### config.mk
export PLATFORM = sky130hd
export DESIGN_NAME = fwd_source_pipe
export DESIGN_NICKNAME = d
export VERILOG_FILES = /design/src/rtl/riscv_pkg.sv /design/src/rtl/pipe_stage_reg.sv /design/src/rtl/fwd_source_pipe.sv
export SDC_FILE = /design/constraint.sdc
export NUM_CORES = 1
export LEC_CHECK = 0
export CELL_PAD_IN_SITES_DETAIL_PLACEMENT = 2
export CELL_PAD_IN_SITES_GLOBAL_PLACEMENT = 2
export CORE_MARGIN = 2
export CORE_UTILIZATION = 28
export CTS_BUF_LIST = sky130_fd_sc_hd__clkbuf_8
export DETAILED_ROUTE_END_ITERATION = 12
export GPL_ROUTABILITY_DRIVEN = 0
export GPL_TIMING_DRIVEN = 0
export PLACE_DENSITY = 0.95
export REMOVE_ABC_BUFFERS = 1
export SLEW_MARGIN = 20
export SYNTH_ARGS = -nofsm -noshare
export SYNTH_HDL_FRONTEND = slang
export SYNTH_SLANG_ARGS = --single-unit
### constraint.sdc
create_clock -name clk -period 3.51 [get_ports clk]
set_clock_uncertainty 0.05 [all_clocks]
set_input_delay 0.351 -clock clk [delete_from_list [all_inputs] [get_ports clk]]
set_output_delay 0.351 -clock clk [all_outputs]
set_load 0.01 [all_outputs]
### src/rtl/riscv_pkg.sv
`default_nettype none
// ============================================================================
// Module      : riscv_pkg
// Description : Shared definitions for the EX-stage bypass producer:
//               datapath width, write-back source encodings and the
//               hazard FSM state type.
// Revision    : 1.0 - initial release
// ============================================================================
package riscv_pkg;

  localparam int XLEN = 32;

  // Write-back source select (RUDataWrSrc). 2'b11 is unused and behaves
  // as WB_ALU wherever it is decoded.
  localparam logic [1:0] WB_ALU = 2'b00;
  localparam logic [1:0] WB_DM  = 2'b01;
  localparam logic [1:0] WB_PC4 = 2'b10;

  // Hazard FSM states.
  //   RUN  : normal flow, load-use and memory-wait detection active
  //   BUB  : the load-use bubble is in EX, the load is in MEM
  //   WAIT : data memory has not completed, whole pipe is held
  typedef enum logic [1:0] {
    RUN  = 2'd0,
    BUB  = 2'd1,
    WAIT = 2'd2
  } state_t;

endpackage : riscv_pkg
`default_nettype wire

### src/rtl/pipe_stage_reg.sv
`default_nettype none
// ============================================================================
// Module      : pipe_stage_reg
// Description : Generic pipeline register with load enable and synchronous
//               clear. Clearing turns the stage into a bubble because every
//               payload field (including write enables) is forced to zero.
// Ports       : clk  - rising-edge clock
//               rst  - synchronous active-high reset (clears the stage)
//               clr  - synchronous clear, same effect as rst, for bubbles
//               en   - load enable; when low the stage keeps its contents
//               d    - next-stage payload
//               q    - registered payload
// Revision    : 1.0 - initial release
// ============================================================================
module pipe_stage_reg #(
  parameter int W = 8
) (
  input  logic         clk,
  input  logic         rst,
  input  logic         clr,
  input  logic         en,
  input  logic [W-1:0] d,
  output logic [W-1:0] q
);

  // Clear wins over enable so a held stage can still be flushed.
  always_ff @(posedge clk) begin
    if (rst || clr) begin
      q <= '0;
    end else if (en) begin
      q <= d;
    end
  end

endmodule : pipe_stage_reg
`default_nettype wire

### src/rtl/fwd_source_pipe.sv
`default_nettype none
// ============================================================================
// Module      : fwd_source_pipe
// Description : Producer side of the EX-stage bypass network. Holds the
//               EX/MEM and MEM/WB pipeline registers, publishes destination
//               tags, write enables and bypass data for the forwarding
//               selector, and resolves the two hazards bypassing cannot hide:
//               the load-use bubble and the data-memory wait hold.
// Ports       : clk, rst                  - clock / sync active-high reset
//               ex_valid, rd_ex, RUWrex,
//               DMRdex, RUDataWrSrcex,
//               alu_ex, pc4_ex            - EX-stage instruction
//               rs1_id, rs2_id,
//               rs1_use_id, rs2_use_id    - ID-stage source operands
//               dm_rdata, dm_ready        - data memory response for MEM
//               rd_mem, RUWrme,
//               fwd_mem_data              - MEM bypass source
//               rd_wb, RUWrwb,
//               fwd_wb_data               - WB bypass / register-file write
//               stall_fd, bubble_ex       - load-use stall controls
//               hold_all                  - memory-wait freeze
//               stall_cnt                 - saturating stall/hold counter
// Revision    : 1.0 - initial release
// ============================================================================
module fwd_source_pipe
  import riscv_pkg::*;
#(
  parameter int XLEN = riscv_pkg::XLEN,
  parameter int CNTW = 16
) (
  input  logic            clk,
  input  logic            rst,
  // EX stage
  input  logic            ex_valid,
  input  logic [4:0]      rd_ex,
  input  logic            RUWrex,
  input  logic            DMRdex,
  input  logic [1:0]      RUDataWrSrcex,
  input  logic [XLEN-1:0] alu_ex,
  input  logic [XLEN-1:0] pc4_ex,
  // ID stage operands
  input  logic [4:0]      rs1_id,
  input  logic [4:0]      rs2_id,
  input  logic            rs1_use_id,
  input  logic            rs2_use_id,
  // data memory
  input  logic [XLEN-1:0] dm_rdata,
  input  logic            dm_ready,
  // bypass sources
  output logic [4:0]      rd_mem,
  output logic [4:0]      rd_wb,
  output logic            RUWrme,
  output logic            RUWrwb,
  output logic [XLEN-1:0] fwd_mem_data,
  output logic [XLEN-1:0] fwd_wb_data,
  // hazard controls
  output logic            stall_fd,
  output logic            bubble_ex,
  output logic            hold_all,
  output logic [CNTW-1:0] stall_cnt
);

  // EX/MEM payload: {wr, rd[4:0], dmrd, src[1:0], alu, pc4}
  localparam int EXM_W = 9 + 2 * XLEN;
  // MEM/WB payload: {wr, rd[4:0], data}
  localparam int MWB_W = 6 + XLEN;

  logic [EXM_W-1:0] exm_d;
  logic [EXM_W-1:0] exm_q;
  logic [MWB_W-1:0] mwb_d;
  logic [MWB_W-1:0] mwb_q;

  logic             ex_wr;
  logic             dmrd_me;
  logic [1:0]       src_me;
  logic [XLEN-1:0]  alu_me;
  logic [XLEN-1:0]  pc4_me;
  logic [XLEN-1:0]  wb_sel_data;

  logic             load_use;
  logic             mem_wait;

  state_t           state_q;
  state_t           state_d;

  // --------------------------------------------------------------------------
  // EX/MEM stage
  // --------------------------------------------------------------------------
  // The tag is zeroed together with the enable so the consumer only needs an
  // rd != 0 compare. The load flag is qualified with ex_valid so a bubble
  // carrying stale decode bits can never trigger a memory wait.
  assign ex_wr = ex_valid & RUWrex & (rd_ex != 5'd0);

  assign exm_d = {ex_wr,
                  (ex_wr ? rd_ex : 5'd0),
                  ex_valid & DMRdex,
                  RUDataWrSrcex,
                  alu_ex,
                  pc4_ex};

  // Frozen while the MEM-stage load is outstanding; the instruction in EX
  // is held upstream and re-presented on the release edge.
  pipe_stage_reg #(
    .W (EXM_W)
  ) u_ex_mem (
    .clk (clk),
    .rst (rst),
    .clr (1'b0),
    .en  (~hold_all),
    .d   (exm_d),
    .q   (exm_q)
  );

  assign {RUWrme, rd_mem, dmrd_me, src_me, alu_me, pc4_me} = exm_q;

  assign fwd_mem_data = (src_me == WB_PC4) ? pc4_me : alu_me;

  // --------------------------------------------------------------------------
  // MEM/WB stage
  // --------------------------------------------------------------------------
  always_comb begin
    wb_sel_data = alu_me;
    case (src_me)
      WB_DM:   wb_sel_data = dm_rdata;
      WB_PC4:  wb_sel_data = pc4_me;
      default: wb_sel_data = alu_me;
    endcase
  end

  assign mwb_d = {RUWrme, rd_mem, wb_sel_data};

  // During a hold the stage is loaded with a bubble: the instruction still
  // sitting in MEM must not be written twice, and WB must not keep
  // advertising an older result as bypassable.
  pipe_stage_reg #(
    .W (MWB_W)
  ) u_mem_wb (
    .clk (clk),
    .rst (rst),
    .clr (hold_all),
    .en  (1'b1),
    .d   (mwb_d),
    .q   (mwb_q)
  );

  assign {RUWrwb, rd_wb, fwd_wb_data} = mwb_q;

  // --------------------------------------------------------------------------
  // Hazard detection
  // --------------------------------------------------------------------------
  assign load_use = ex_valid & DMRdex & (rd_ex != 5'd0) &
                    ((rs1_use_id & (rs1_id == rd_ex)) |
                     (rs2_use_id & (rs2_id == rd_ex)));

  assign mem_wait = dmrd_me & ~dm_ready;

  always_ff @(posedge clk) begin
    if (rst) begin
      state_q <= RUN;
    end else begin
      state_q <= state_d;
    end
  end

  // The memory hold always wins; a load-use hazard that coincides with it is
  // picked up on the release cycle, when the same EX/ID pair is still
  // presented. In BUB the EX slot is the bubble just inserted, so no new
  // hazard can be raised there. Controls are forced low during reset.
  always_comb begin
    state_d   = state_q;
    stall_fd  = 1'b0;
    bubble_ex = 1'b0;
    hold_all  = 1'b0;
    if (!rst) begin
      case (state_q)
        RUN: begin
          if (mem_wait) begin
            hold_all = 1'b1;
            state_d  = WAIT;
          end else if (load_use) begin
            stall_fd  = 1'b1;
            bubble_ex = 1'b1;
            state_d   = BUB;
          end
        end
        BUB: begin
          if (mem_wait) begin
            hold_all = 1'b1;
            state_d  = WAIT;
          end else begin
            state_d  = RUN;
          end
        end
        WAIT: begin
          if (mem_wait) begin
            hold_all = 1'b1;
          end else if (load_use) begin
            stall_fd  = 1'b1;
            bubble_ex = 1'b1;
            state_d   = BUB;
          end else begin
            state_d   = RUN;
          end
        end
        default: begin
          state_d = RUN;
        end
      endcase
    end
  end

  // --------------------------------------------------------------------------
  // Stall/hold counter, saturating at all-ones
  // --------------------------------------------------------------------------
  always_ff @(posedge clk) begin
    if (rst) begin
      stall_cnt <= '0;
    end else if ((stall_fd || hold_all) && (stall_cnt != {CNTW{1'b1}})) begin
      stall_cnt <= stall_cnt + 1'b1;
    end
  end

endmodule : fwd_source_pipe
`default_nettype wire

Word-level counts from Yosys, hierarchy flattened

Cells that the tools add are included.
W data, S select, Z words.

Word-level logic and storage cells: 48
Flip-flop bits (word level): 129
Output and inout bits: 95

Bitwise logic cells: 10
Add/sub/neg operators: 1
Equal/unequal tests: 9
Multiplexer cells: 16
Reductions and logical operators: 8

Operators with widths:

| cell                    | number |
|---|---|
| $pmux W32 S2            | 1 |
| $mux W32                | 1 |
| $add A16 B1 Y16 const B | 1 |
| $ne A16 B16 Y1 const B  | 1 |
| $eq A5 B5 Y1            | 2 |
| $and A1 B1 Y1           | 8 |
| $mux W1                 | 8 |
| $mux W2                 | 4 |
| $pmux W2 S3             | 1 |
| $mux W5                 | 1 |
| $reduce_bool A5 Y1      | 1 |
| $eq A2 B1 Y1 const B    | 2 |
| $eq A2 B2 Y1 const B    | 2 |
| $ne A3 B3 Y1 const B    | 1 |
| $reduce_or A3 Y1        | 1 |
| $logic_not A2 Y1        | 1 |
| $logic_or A1 B1 Y1      | 2 |
| $ne A2 B2 Y1 const B    | 1 |
| $reduce_and A2 Y1       | 1 |
| $reduce_or A2 Y1        | 1 |
| $logic_and A1 B1 Y1     | 1 |
| $not A1 Y1              | 1 |
| $or A1 B1 Y1            | 1 |

Longest topological paths before layout

Depth after elaboration: 10
Mapped depth: 8
Depth with buffers taken out: 6

By module

A second synthesis with hierarchy kept.

Cell total of the unflattened synthesis: 642
Area, all modules: 6168.4 um^2

Modules (own cells, without submodules):

| module                    | sequential area each (um^2) | instances | cells each | area an instance (um^2) |
|---|---|---|---|---|
| pipe_stage_reg (u_ex_mem) | 1461.4                      | 1         | 236        | 2678.8 |
| fwd_source_pipe           | 360.3                       | 1         | 283        | 2123.3 |
| pipe_stage_reg (u_mem_wb) | 760.7                       | 1         | 123        | 1366.3 |

Least setup slack after synthesis

OpenSTA, ideal clock, no wires.

Path type: flip-flop to flip-flop
Start point: register stall_cnt[0]
End point: register stall_cnt[1]
Buffers on the path: 1
Library setup time: 0.121 ns
Path slack: 1.326 ns
Arrival time: 2.013 ns
Cell stages (with the launch flop): 8
Required time: 3.339 ns
Cell sequence: dfxtp_1 -> ha_1 -> nand3_1 -> or4_1 -> clkbuf_1 -> o22ai_4 -> a21o_1 -> mux2_2

Cells in the longest elaborated chain, start to end: 2
Elaborated cells on any way between the ends: 3
Those cells by class: 1 x add/sub; 1 x eq/ne; 1 x reduce/logical

Ends and longest elaborated chain:

| element                                                                 | RTL line               | text |
|---|---|---|
| start: declaration                                                      | fwd_source_pipe.sv:60  | `output logic [CNTW-1:0] stall_cnt` |
| start signal: assignment                                                | fwd_source_pipe.sv:219 | `stall_cnt <= stall_cnt + 1'b1;` |
| parallel branches: the longest is 2 deep, another holds $add A16 B1 Y16 | n/a                    |  |

Several ways; the timed one is not identified.
A chain may end at the register's enable or synchronous reset.

Worst setup path in the final report

Start point: input port rd_ex[1]
End point: output port stall_fd

Cells in the longest elaborated chain, start to end: 8
Elaborated cells on any way between the ends: 12
Those cells by class: 2 x eq/ne; 4 x mux; 5 x bitwise; 1 x reduce/logical

Ends and longest elaborated chain:

| element                          | RTL line                                       | text |
|---|---|---|
| start: declaration               | fwd_source_pipe.sv:35                          | `input logic [4:0] rd_ex,` |
| $eq A5 B5 Y1 (on tied branches)  | fwd_source_pipe.sv:152, fwd_source_pipe.sv:153 |  |
| $and A1 B1 Y1 (on tied branches) | fwd_source_pipe.sv:152, fwd_source_pipe.sv:153 |  |
| $or A1 B1 Y1                     | fwd_source_pipe.sv:152                         | `((rs1_use_id & (rs1_id == rd_ex)) \|` |
| $and A1 B1 Y1 *                  | fwd_source_pipe.sv:151                         | `assign load_use = ex_valid & DMRdex & (rd_ex != 5'd0) &` |
| $mux W1 *                        | fwd_source_pipe.sv:180, fwd_source_pipe.sv:197 |  |
| $mux W1 *                        | fwd_source_pipe.sv:195                         | `if (mem_wait) begin` |
| $mux W1 *                        | n/a                                            |  |
| $mux W1 *                        | fwd_source_pipe.sv:174                         | `if (!rst) begin` |
| end: declaration                 | fwd_source_pipe.sv:57                          | `output logic stall_fd,` |

Mark *: on every way between the ends. The rest lies on a longest branch, timed or not.

==> metrics.md <==
| Metric | Value |
|---|---|
| Total power | 3.605 mW |
| Worst ir drop on vdd | 0.2272 mV |
| Number of fillers in the final layout | 1,992 |
| Clock transition at path regs | 80 ps |
| Power density cells | 439.0 nW/um^2 |
| Via count | 5,262 |
| Cell variety after synth | 45 |
| Ys async rst share | 0% |
| Slowest Stage Delay on Critical Path | 640 ps |
| HPWL after DPL | 14,940 um |
| Setup CP Type | in2out |
| Num ports | 216 |
| DR pass1 iterations | 4 |
| Worst Max-Slew Pin Slew | 808.9 ps |
| Critical Path Fanout Max | 7 |
| Cts repair resizes | 1 |
| Min Clock Period, post-route | 3196 ps |
| Crit end category | output pin |
| Worst Hold Class | reg2reg |
| Crit-path slowest cell | o2111ai_1 |
| Fmax achieved | 312.8 MHz |
| Number of cells on the worst reg-to-reg path | 7 |
| Post-synth top flop | dfxtp_1 |
| Top cells by count, synth | dfxtp_1 (129), nor2_1 (80), a22o_1 (69) |
| Die area | 20,380 um^2 |
| Post-DRT Antenna Nets | 0 |
| Total CTS buffers | 17 |
| CTS tree | done |
| Design area | 8212 um^2 |
| Layout cells sized above 1 | 12.12% |
| Core box area | 18,770 um^2 |
| Final setup violation count | 0 |
| CP cell instances | clkdlybuf4s50_1, or4_4, o2111ai_1, nor2_1, clkdlybuf4s50_1 |
| # clock sinks | 129 |
| Final hold violations | 0 |
| Setup bufs post-CTS | 0 |
| WP data arrival | 2800 ps |
| Max-slew violations | 0 |
| H-tree Lvls | 4 |
| Max-cap violations | 0 |
| FF+latch count, synth | 129 |
| WHS | 436.9 ps |
| Placed Area | 7770 um^2 |
| Post-route DRC | 0 |
| Most frequent CP cell | clkdlybuf4s50_1 |
| Root Buffer | clkbuf_8 |
| Mapped Cells | 557 |
| Post-synthesis sequential area ratio | 47.91% |
| Worst slew margin | 46.07% |
| PortBufs | 215 |
| Skew-Pair Late Insertion Delay | 440 ps |
| Top-area cell type share of the netlist area | 47.91% |
| Synth warn | 0 |
| Avg Inst Size Synth | 9.677 um^2 |
| Synth Cell Area | 5390 um^2 |
| Row count | 50 |
| Area grow syn2layout | 52.34% |
| Vias in the first global route | 5,667 |
| Average wire per standard cell | 21.01 um |
| Hold Crit Depth | 1 |
| Worst EP required | 3110 ps |
| Gr ovfl total | 0 |
| GRT Util Overall | 20.38% |
| Avg Vias per Cell | 5.294 |
| Maximum number of pins on one net before global-route repair | 65 |
| Fin crit share | 91.07% |
| Lkg Pwr | 3.105 nW |
| Initial antenna violation count | 2 |
| Final nets | 870 |
| DIE WIDTH | 142.7 um |
| Hold-fix buffers, CTS | 0 |
| Startpoint types | input port |
| Top cells by area, synth | dfxtp_1 (48%), a22o_1 (11%), mux2_2 (9.0%) |
| Most common cell in the netlist | dfxtp_1 |
| CTS max path bufs | 2 |
| Post-synth EDFFs | 0 |
| TNS Setup | 0 ps |
| Cell taking the most area after synthesis | dfxtp_1 |
| Final wirelength | 20,890 um |
| Iteration-0 DRC count of the detailed router | 185 |
| Die Span Y | 142.7 um |
| Starting Density | 28.72% |
| First-pass GRT wire length | 31,860 um |
| Status | finished, final reports clean |
| RSZ-0062 raised after global routing | false |
## layer usage
layer | track usage (%) | part of all wire, %
met5 | 0 | 0.062
met4 | 6.514 | 1.9
met3 | 7.076 | 7.6
met2 | 36.97 | 51
met1 | 22.22 | 40
## registers in the layout (all words and copies together) (netlist names)
signal      count
stall_cnt      16
u_mem_wb.q     38
state_q         2
u_ex_mem.q     73
## logic make-up after synthesis
family                   synth area share, %
adder cells (fa/ha/maj)               0.6965
flip-flops                             47.91
AND/OR/NAND/NOR                        12.30
buffers and inverters                  4.573
AO/OA/AOI/OAI                          23.35
XOR/XNOR                               1.625
multiplexers                           9.540
## report_power, final
part / switching [mW] / total, mW / internal (mW) / leakage (nW)
Sequential: 0.0495 / 1.59 / 1.54 / 1.06
Clock: 0.642 / 1.42 / 0.782 / 0.215
Combinational: 0.257 / 0.593 / 0.336 / 1.83
## metrics by stage
step	setup slack [ps]	instances	util, %
global placement	-2640	956	40.61
CTS	330.5	993	43.73
floorplan	376.4	507	-
detailed placement	-530.6	961	41.40
global route	210.7	993	43.74
finish	313.5	994	43.75
## final cells by class
type | instances | area [um^2] | share of cell area (%)
repair buffers | 220 | 2270 | 27.64
clock inverters | 15 | 203.9 | 2.484
flip-flops and latches | 129 | 2582 | 31.45
inverters | 9 | 36.28 | 0.4419
well taps | 234 | 292.8 | 3.565
clock buffers | 17 | 234.0 | 2.849
multi-input cells | 369 | 2590 | 31.54
diodes | 1 | 2.502 | 0.03047
## final timing paths
path,start,to,slack [ps]
max reg2reg,u_ex_mem.q[66],stall_cnt[9],650
min,u_ex_mem.q[72],u_ex_mem.q[72],440
max,rd_ex[1],stall_fd,310
min reg2reg,u_ex_mem.q[72],u_ex_mem.q[72],440
## critical path, delay by kind of cell
kind                   cells  cell delay (ps)
AO/OA/AOI/OAI              1              640
buffers and inverters      2             1020
AND/OR/NAND/NOR            2              770
## placed cells by master (no fill, tap or decap), types with 6 or more instances in the layout
| master | instances |
|---|---|
| a22o_1 | 69 |
| nand2_1 | 12 |
| inv_1 | 9 |
| and2_1 | 6 |
| nor3_1 | 6 |
| nand4_1 | 9 |
| clkdlybuf4s50_1 | 214 |
| dfxtp_1 | 129 |
| nor2_1 | 79 |
| xnor2_1 | 10 |
| a22oi_1 | 32 |
| nand3_1 | 6 |
| o21ai_0 | 8 |
| clkbuf_8 | 17 |
| nor2b_1 | 9 |
| a21oi_1 | 37 |
| mux2_2 | 43 |
No activity file was read; power rests on OpenSTA's default activity.
